File: config.mk
export PLATFORM = sky130hd
export DESIGN_NAME = pmix_phase_detector
export DESIGN_NICKNAME = d
export VERILOG_FILES = /design/src/rtl/pmix_pkg.sv /design/src/rtl/pmix_edge_det.sv /design/src/rtl/pmix_phase_detector.sv
export SDC_FILE = /design/constraint.sdc
export NUM_CORES = 1
export LEC_CHECK = 0
export ABC_AREA = 1
export CORE_MARGIN = 2
export CORE_UTILIZATION = 30
export CTS_CLUSTER_SIZE = 12
export DETAILED_ROUTE_END_ITERATION = 7
export GPL_TIMING_DRIVEN = 0
export PLACE_DENSITY_LB_ADDON = 0.12
export REMOVE_ABC_BUFFERS = 1
export SLEW_MARGIN = 40
export SYNTH_ARGS = -nofsm -noshare
export SYNTH_HDL_FRONTEND = slang
export SYNTH_SLANG_ARGS = --single-unit
File: constraint.sdc
create_clock -name clk -period 4.5 [get_ports clk]
set_clock_uncertainty 0.1 [all_clocks]
set_input_delay 1.35 -clock clk [delete_from_list [all_inputs] [get_ports clk]]
set_output_delay 1.35 -clock clk [all_outputs]
set_load 0.05 [all_outputs]
File: src/rtl/pmix_pkg.sv
// rtl/pmix_pkg.sv - shared constants and state type for the mixer phase detector
package pmix_pkg;

  localparam int CODE_W    = 8;
  localparam int MAX_DELAY = 2 ** CODE_W;
  localparam int CNT_W     = CODE_W + 1;

  typedef enum logic [2:0] {
    IDLE,
    ARM,
    COUNT,
    CHK90,
    RESULT
  } pdet_state_e;

endpackage

File: src/rtl/pmix_edge_det.sv
// rtl/pmix_edge_det.sv - rising-edge detector on a clk-synchronous level
module pmix_edge_det (
  input  logic clk,
  input  logic rst_n,
  input  logic x,
  output logic rise
);

  logic x_d;

  // previous sample of the monitored level
  always_ff @(posedge clk or negedge rst_n) begin
    if (!rst_n) begin
      x_d <= 1'b0;
    end else begin
      x_d <= x;
    end
  end

  assign rise = x & ~x_d;

endmodule

File: src/rtl/pmix_phase_detector.sv
// rtl/pmix_phase_detector.sv - recovers the mixer phase code from the clk_in to pmix_clk delay (optional PMIX_DET_QUAD_CHECK_EN)
module pmix_phase_detector
  import pmix_pkg::*;
(
  input  logic              clk,
  input  logic              rst_n,
  input  logic              start,
  input  logic              clk_in,
  input  logic              pmix_clk,
  input  logic              pmix_clk_90,
  output logic              busy,
  output logic [CODE_W-1:0] code_out,
  output logic              code_valid,
  input  logic              code_ready,
  output logic              timeout,
  output logic              quad_err
);

  localparam logic [CNT_W-1:0] CNT_ONE = CNT_W'(1);
  localparam logic [CNT_W-1:0] CNT_MAX = CNT_W'(MAX_DELAY);

  pdet_state_e      state;
  logic [CNT_W-1:0] cnt;
  logic             ref_rise;
  logic             mix_rise;

  pmix_edge_det u_ref_edge (
    .clk   (clk),
    .rst_n (rst_n),
    .x     (clk_in),
    .rise  (ref_rise)
  );

  pmix_edge_det u_mix_edge (
    .clk   (clk),
    .rst_n (rst_n),
    .x     (pmix_clk),
    .rise  (mix_rise)
  );

`ifdef PMIX_DET_QUAD_CHECK_EN
  logic             q_rise;
  logic [CNT_W-1:0] d90;
  logic [CNT_W-1:0] d90_fin;
  logic [CNT_W:0]   exp90;
  logic             quad_ok;

  pmix_edge_det u_q_edge (
    .clk   (clk),
    .rst_n (rst_n),
    .x     (pmix_clk_90),
    .rise  (q_rise)
  );

  // the 90 edge may land in the CHK90 cycle itself (delay D+1), so fold it in here
  always_comb begin
    d90_fin = d90;
    if (d90 == '0 && q_rise) begin
      d90_fin = cnt;
    end
    exp90   = (CNT_W + 1)'(code_out) + (CNT_W + 1)'(2);
    quad_ok = ({1'b0, d90_fin} == exp90) ||
              ((code_out == '1) && (d90_fin == CNT_ONE));
  end
`else
  logic unused_quad;
  assign unused_quad = pmix_clk_90;
  assign quad_err    = 1'b0;
`endif

  // measurement sequencer with registered handshake and result outputs
  always_ff @(posedge clk or negedge rst_n) begin
    if (!rst_n) begin
      state      <= IDLE;
      cnt        <= '0;
      busy       <= 1'b0;
      code_out   <= '0;
      code_valid <= 1'b0;
      timeout    <= 1'b0;
`ifdef PMIX_DET_QUAD_CHECK_EN
      quad_err   <= 1'b0;
      d90        <= '0;
`endif
    end else begin
      case (state)
        IDLE: begin
          if (start) begin
            busy  <= 1'b1;
            state <= ARM;
          end
        end
        ARM: begin
          // a pmix edge coinciding with the reference edge is not a measurement
          if (ref_rise) begin
            cnt   <= CNT_ONE;
            state <= COUNT;
`ifdef PMIX_DET_QUAD_CHECK_EN
            d90   <= '0;
`endif
          end
        end
        COUNT: begin
          cnt <= cnt + CNT_ONE;
`ifdef PMIX_DET_QUAD_CHECK_EN
          if (q_rise && d90 == '0) begin
            d90 <= cnt;
          end
`endif
          // a pmix edge at the last count still wins, so code 255 is reachable
          if (mix_rise) begin
            code_out <= cnt[CODE_W-1:0] - {{(CODE_W-1){1'b0}}, 1'b1};
            timeout  <= 1'b0;
`ifdef PMIX_DET_QUAD_CHECK_EN
            state    <= CHK90;
`else
            code_valid <= 1'b1;
            state      <= RESULT;
`endif
          end else if (cnt == CNT_MAX) begin
            code_out   <= '1;
            timeout    <= 1'b1;
            code_valid <= 1'b1;
            state      <= RESULT;
`ifdef PMIX_DET_QUAD_CHECK_EN
            quad_err   <= 1'b0;
`endif
          end
        end
        CHK90: begin
`ifdef PMIX_DET_QUAD_CHECK_EN
          quad_err   <= ~quad_ok;
          code_valid <= 1'b1;
          state      <= RESULT;
`else
          state <= IDLE;
`endif
        end
        RESULT: begin
          if (code_ready) begin
            code_valid <= 1'b0;
            busy       <= 1'b0;
            state      <= IDLE;
          end
        end
        default: begin
          state <= IDLE;
        end
      endcase
    end
  end

endmodule

Word level (Yosys, flattened, before mapping)

Index checks and enable logic that the tools add are counted.

Bits in registers: 25
Bits of input ports: 7
Output and inout port bits: 12
Logic and storage cells: 49

Add/subtract/negate cells: 2
Eq/ne operators: 8
Multiplexer cells: 17
Bitwise logic cells: 4
Reduce and logical (&&, ||, !) cells: 10

Operators with widths:

| kind                                                                | count |
|---|---|
| 9-bit one-hot mux with 2 select lines                               | 1 |
| 8-bit two-way mux                                                   | 2 |
| 3-bit two-way mux                                                   | 5 |
| 3-bit one-hot mux with 4 select lines                               | 1 |
| 9-bit by 1-bit adder with 9-bit output (second input constant)      | 1 |
| 9-bit == test (second input constant)                               | 1 |
| 9-bit two-way mux                                                   | 1 |
| 2-bit nonzero test                                                  | 4 |
| 8-bit by 1-bit subtractor with 8-bit output (second input constant) | 1 |
| 2-bit inequality test (second input constant)                       | 3 |
| 3-bit AND reduction                                                 | 2 |
| 1-bit two-way mux                                                   | 5 |
| 1-bit one-hot mux with 2 select lines                               | 2 |
| 2-bit AND reduction                                                 | 2 |
| 4-bit AND reduction                                                 | 1 |
| 3-bit by 1-bit == test with 1-bit output (second input constant)    | 1 |
| 3-bit by 2-bit == test with 1-bit output (second input constant)    | 1 |
| 3-bit == test (second input constant)                               | 1 |
| 3-bit logical NOT                                                   | 1 |
| 3-bit inequality test (second input constant)                       | 1 |
| 1-bit bitwise AND                                                   | 2 |
| 1-bit inverter                                                      | 2 |

Logic depth before layout (Yosys ltp)

Word-level depth: 4
Mapped depth: 10
Gate-level depth less buffers: 10

By module

From an unflattened synthesis, not the netlist that was laid out.

Cells, all modules: 176
Area, all modules: 1,351.3 µm²

Modules (own cells, without submodules):

| module              | instances | cells each | area each (µm²) | sequential area each (µm²) |
|---|---|---|---|---|
| pmix_phase_detector | 1         | 170        | 1,281.2         | 575.6 |
| pmix_edge_det       | 2         | 3          | 35.0            | 25.0 |

Least setup slack after synthesis

OpenSTA, ideal clock, no wires.

Path kind: input to register
Start: input pmix_clk
End: register code_out[3]
Setup time: 122 ps
Data arrival time: 2,046 ps
Path slack: 2,232 ps
Stages: 7
Cell sequence: inv_1 nor2_2 inv_1 nor2_2 inv_1 a21oi_1 a21oi_2

Longest elaborated chain between the ends: 3
Elaborated cells on any way between the ends: 4

Ends and longest elaborated chain:

| item                                 | line                       | source |
|---|---|---|
| from (decl)                          | pmix_phase_detector.sv:9   | `input logic pmix_clk,` |
| 1-bit bitwise AND *                  | pmix_edge_det.sv:20        | `assign rise = x & ~x_d;` |
| 2-bit nonzero test (no source line)  | n/a                        |  |
| 2-bit AND reduction (no source line) | n/a                        |  |
| to (signal assigned)                 | pmix_phase_detector.sv:111 | `code_out <= cnt[CODE_W-1:0] - {{(CODE_W-1){1'b0}}, 1'b1};` |
| to (decl)                            | pmix_phase_detector.sv:12  | `output logic [CODE_W-1:0] code_out,` |

Mark *: on every way between the ends. The rest lies on a longest branch, timed or not.
A chain may end at the register's enable or synchronous reset.

Final worst setup path

Start: register code_out[5]
End: output code_out[5]

No word-level cell between the ends.

==> flow_metrics.env <==
export IMPL_outcome="complete, no violations"
export IMPL_multi_input_area_um2=607
export IMPL_rrSetupSlack_ns=2.89
export IMPL_vias=1142
export IMPL_cap_violations=0
export IMPL_start_kind="flop"
export IMPL_stdcell_area_um2=1610
export IMPL_dieArea_um2=5100
export IMPL_cts_htree_levels=1
export IMPL_fin_nets=204
export IMPL_grt_setup_unrepaired="false"
export IMPL_r2r_end="code_out[2]"
export IMPL_grt_usage_pct=13.3
export IMPL_post_route_period_util_pct=64.5
export IMPL_post_drt_wl_per_cell_um=12.3
export IMPL_fp_row_count=24
export IMPL_tns_ns=0
export IMPL_yosys_area_share_simple_pct=31.6
export IMPL_worst_hold_path_type="flop to flop"
export IMPL_netlist_area_um2=1360
export IMPL_min_path_cells=2
export IMPL_power_density_nw_per_um2=711
export IMPL_synth_xor_area_share_pct=0.642
export IMPL_finalSetupViolCount=0
export IMPL_path_delay_family="buffers and inverters"
export IMPL_arrival_ns=1.45
export IMPL_die_x_um=71.4
export IMPL_cts_tree="done"
export IMPL_synth_compound_area_share_pct=9.27
export IMPL_synth_fa_ha_area_share_pct=2.75
export IMPL_synthMuxAreaShare_pct=0
export IMPL_vias_per_cell=4.66
export IMPL_ioPinCount=19
export IMPL_startpoint="code_out[5]"
export IMPL_critPathKind="flop to output pin"
export IMPL_overflow=0
export IMPL_synthCells=175
export IMPL_finalMaxSlewViolations=0
export IMPL_hold_viol_final=0
export IMPL_routed_wl_mm=3.02
export IMPL_combPwrFrac_pct=54.2
export IMPL_hp_start="code_valid"
export IMPL_grt_pass1_vias=1188
export IMPL_synth_cell_type_count=24
export IMPL_drt_initial_drc_count=40
export IMPL_clk_pin_slew_worst_paths_ns=0.09
export IMPL_ctsResizeCount=0
export IMPL_globalplace_congestion=0.813
export IMPL_hpwlAfterDp_mm=2.26
export IMPL_p_sw_uw=568
export IMPL_root_buffer="clkbuf_8"
export IMPL_r2r_start="cnt[0]"
export IMPL_leakage_uw=0.000819
export IMPL_seq_area_um2=626
export IMPL_clkLatencyLatePin_ns=0.27
export IMPL_worst_path_max_fanout=2
export IMPL_cp_required_ns=3.05
export IMPL_p_seq_share_pct=34.1
export IMPL_avgSynthCellArea_um2=7.79
export IMPL_initial_utilization_pct=31.3
export IMPL_placed_cell_area_um2=1570
export IMPL_peakVddDrop_mv=0.343
export IMPL_cts_hold_buf=0
export IMPL_grt_max_degree=26
export IMPL_dr_pass1_iters=4
export IMPL_path_buf_inv=1
export IMPL_period_needed_ns=2.90
export IMPL_rr_worst_depth=9
export IMPL_cts_path_max_buffers=2
export IMPL_p_clk_share_pct=11.7
export IMPL_min_to="code_valid"
export IMPL_synth_yosys_seq_area_share_pct=45.9
export IMPL_internal_power_uw=577
export IMPL_areaGrowthSynthToFinish_pct=18.2
export IMPL_ant_nets=0
export IMPL_grt_pass1_wl_mm=5.46
export IMPL_swShare_pct=49.6
export IMPL_synth_seq_cells=25
export IMPL_cp_cell_sequence="clkdlybuf4s50_1"
export IMPL_drive_gt1_share_pct=13.5
export IMPL_cts_setup_buffers=0
export IMPL_crit_path_end_kind="output pin"
export IMPL_io_buffer_count=16
export IMPL_cts_sinks=25
export IMPL_route_detailed_drc=0
export IMPL_core_um2=4350
export IMPL_numCtsBuffers=3
export IMPL_fillCellCount=466
export IMPL_worst_pin_slew_ns=0.578
export IMPL_n_antenna_cell=0
export IMPL_critPathMaxStageDelay_ns=0.81
export IMPL_die_y_um=71.4
export IMPL_relSlewSlack_pct=61.5
export IMPL_max_freq_mhz=345
export IMPL_antenna_found_initial=0
export IMPL_crit_path_top_delay_cell="clkdlybuf4s50_1"
export IMPL_synth_top_family_by_area="simple AND/OR/NAND/NOR gates"
export IMPL_yosys_warnings=0
cells by family after synthesis:
family,Yosys count
and+or+nand+nor,92
AOI/OAI and AO/OA,21
DFF,25
xor gates and xnor gates,1
adders and majority gates,3
other,1
buffers and inverters,32
cell type report:
class,count,share of cell area (%)
timing repair buffer,16,9.63
inverter,30,6.99
clock inverter,1,0.311
clock buffer,3,2.56
tap,52,4.04
multi-input combinational,118,37.7
sequential,25,38.8
Yosys cell counts:
cell type,n,area share (%)
nand2_1,48,13
nand3_1,16,5.9
inv_1,23,6.3
nor2_1,13,3.6
nand4_1,3,1.4
buf_4,1,0.55
xor2_1,1,0.64
dfrtp_1,25,46
ha_1,3,2.8
nand2_4,4,3.3
nand3b_1,1,0.55
a21oi_2,4,2.6
a21oi_1,4,1.5
o21ai_0,10,3.7
o21ai_2,1,0.64
nor2_4,1,0.83
nand3_2,1,0.73
o22ai_1,2,0.92
inv_2,7,1.9
nand2_2,1,0.46
buf_6,1,0.83
conb_1,1,0.27
nor2_2,2,0.92
nor3_1,2,0.73
layer usage:
layer	part of all wire [%]	global-route usage (%)	vias up	routed length (µm)
li1	-	-	582	-
met1	48	17.3	543	1430
met2	49	23.1	17	1490
met3	3.0	3.38	0	91
met4	0	1.26	0	0
met5	0	0	-	0
power groups by stage:
stage | sequential (µW) | clock, µW | combinational [µW]
6_report | 390 | 134 | 621
4_1_cts | 391 | 142 | 627
2_1_floorplan | 534 | 0 | 301
3_3_place_gp | 390 | 0 | 617
5_1_grt | 407 | 155 | 689
3_5_place_dp | 394 | 0 | 625
registers in the layout, indices dropped and copies added, names as in the netlist:
register        cells
code_valid          1
timeout             1
cnt                 9
state               3
u_mix_edge.x_d      1
u_ref_edge.x_d      1
busy                1
code_out            8
worst reg2reg max path: stages, from the launching register on:
cell and delay (ns):
dfrtp_1 0.40, inv_1 0.15, ha_1 0.20, nand2_1 0.05, nor2_1 0.18, nand2_4 0.09
nand2_4 0.07, nand2_4 0.11, nand2_1 0.10, o21ai_2 0.05
worst max-delay path by stage:
stage	end	slack, ns	depth (start not counted)
final	code_out[5]	1.60	1
after global routing	code_out[4]	1.54	1
after CTS	code_out[1]	1.59	1
after detailed placement	code_out[3]	1.50	8
after global placement	code_out[3]	1.53	8
after floorplan	code_out[3]	2.23	7
stage by stage:
| step | power, µW | worst slack (ns) | util (%) | cells | hold WS, ns |
|---|---|---|---|---|---|
| final | 1150 | 1.60 | 37.0 | 245 | 0.387 |
| after global routing | 1250 | 1.54 | 37.0 | 245 | 0.419 |
| after CTS | 1160 | 1.59 | 37.0 | 245 | 0.394 |
| after detailed placement | 1020 | 1.50 | 35.9 | 241 | 0.371 |
| after global placement | 1010 | 1.53 | 36.1 | 241 | 0.360 |
| after floorplan | 835 | 2.23 | - | 173 | 0.360 |
layout by cell type (no fill, tap or decap):
master	synthesis	final
o21ai_2	1	1
clkdlybuf4s50_1	0	15
nor2_4	1	1
nor3_1	2	2
nand2_1	48	48
nand4_1	3	3
clkbuf_8	0	3
dfrtp_1	25	25
nand3_1	16	16
buf_2	0	1
conb_1	1	1
inv_1	23	23
nand3_2	1	1
clkinv_2	0	1
inv_2	7	7
nor2_1	13	13
nand3b_1	1	1
a21oi_1	4	4
nand2_2	1	1
nand2_4	4	4
o22ai_1	2	2
xor2_1	1	1
ha_1	3	3
o21ai_0	10	10
a21oi_2	4	4
nor2_2	2	2
No activity file was read; power rests on OpenSTA's default activity.
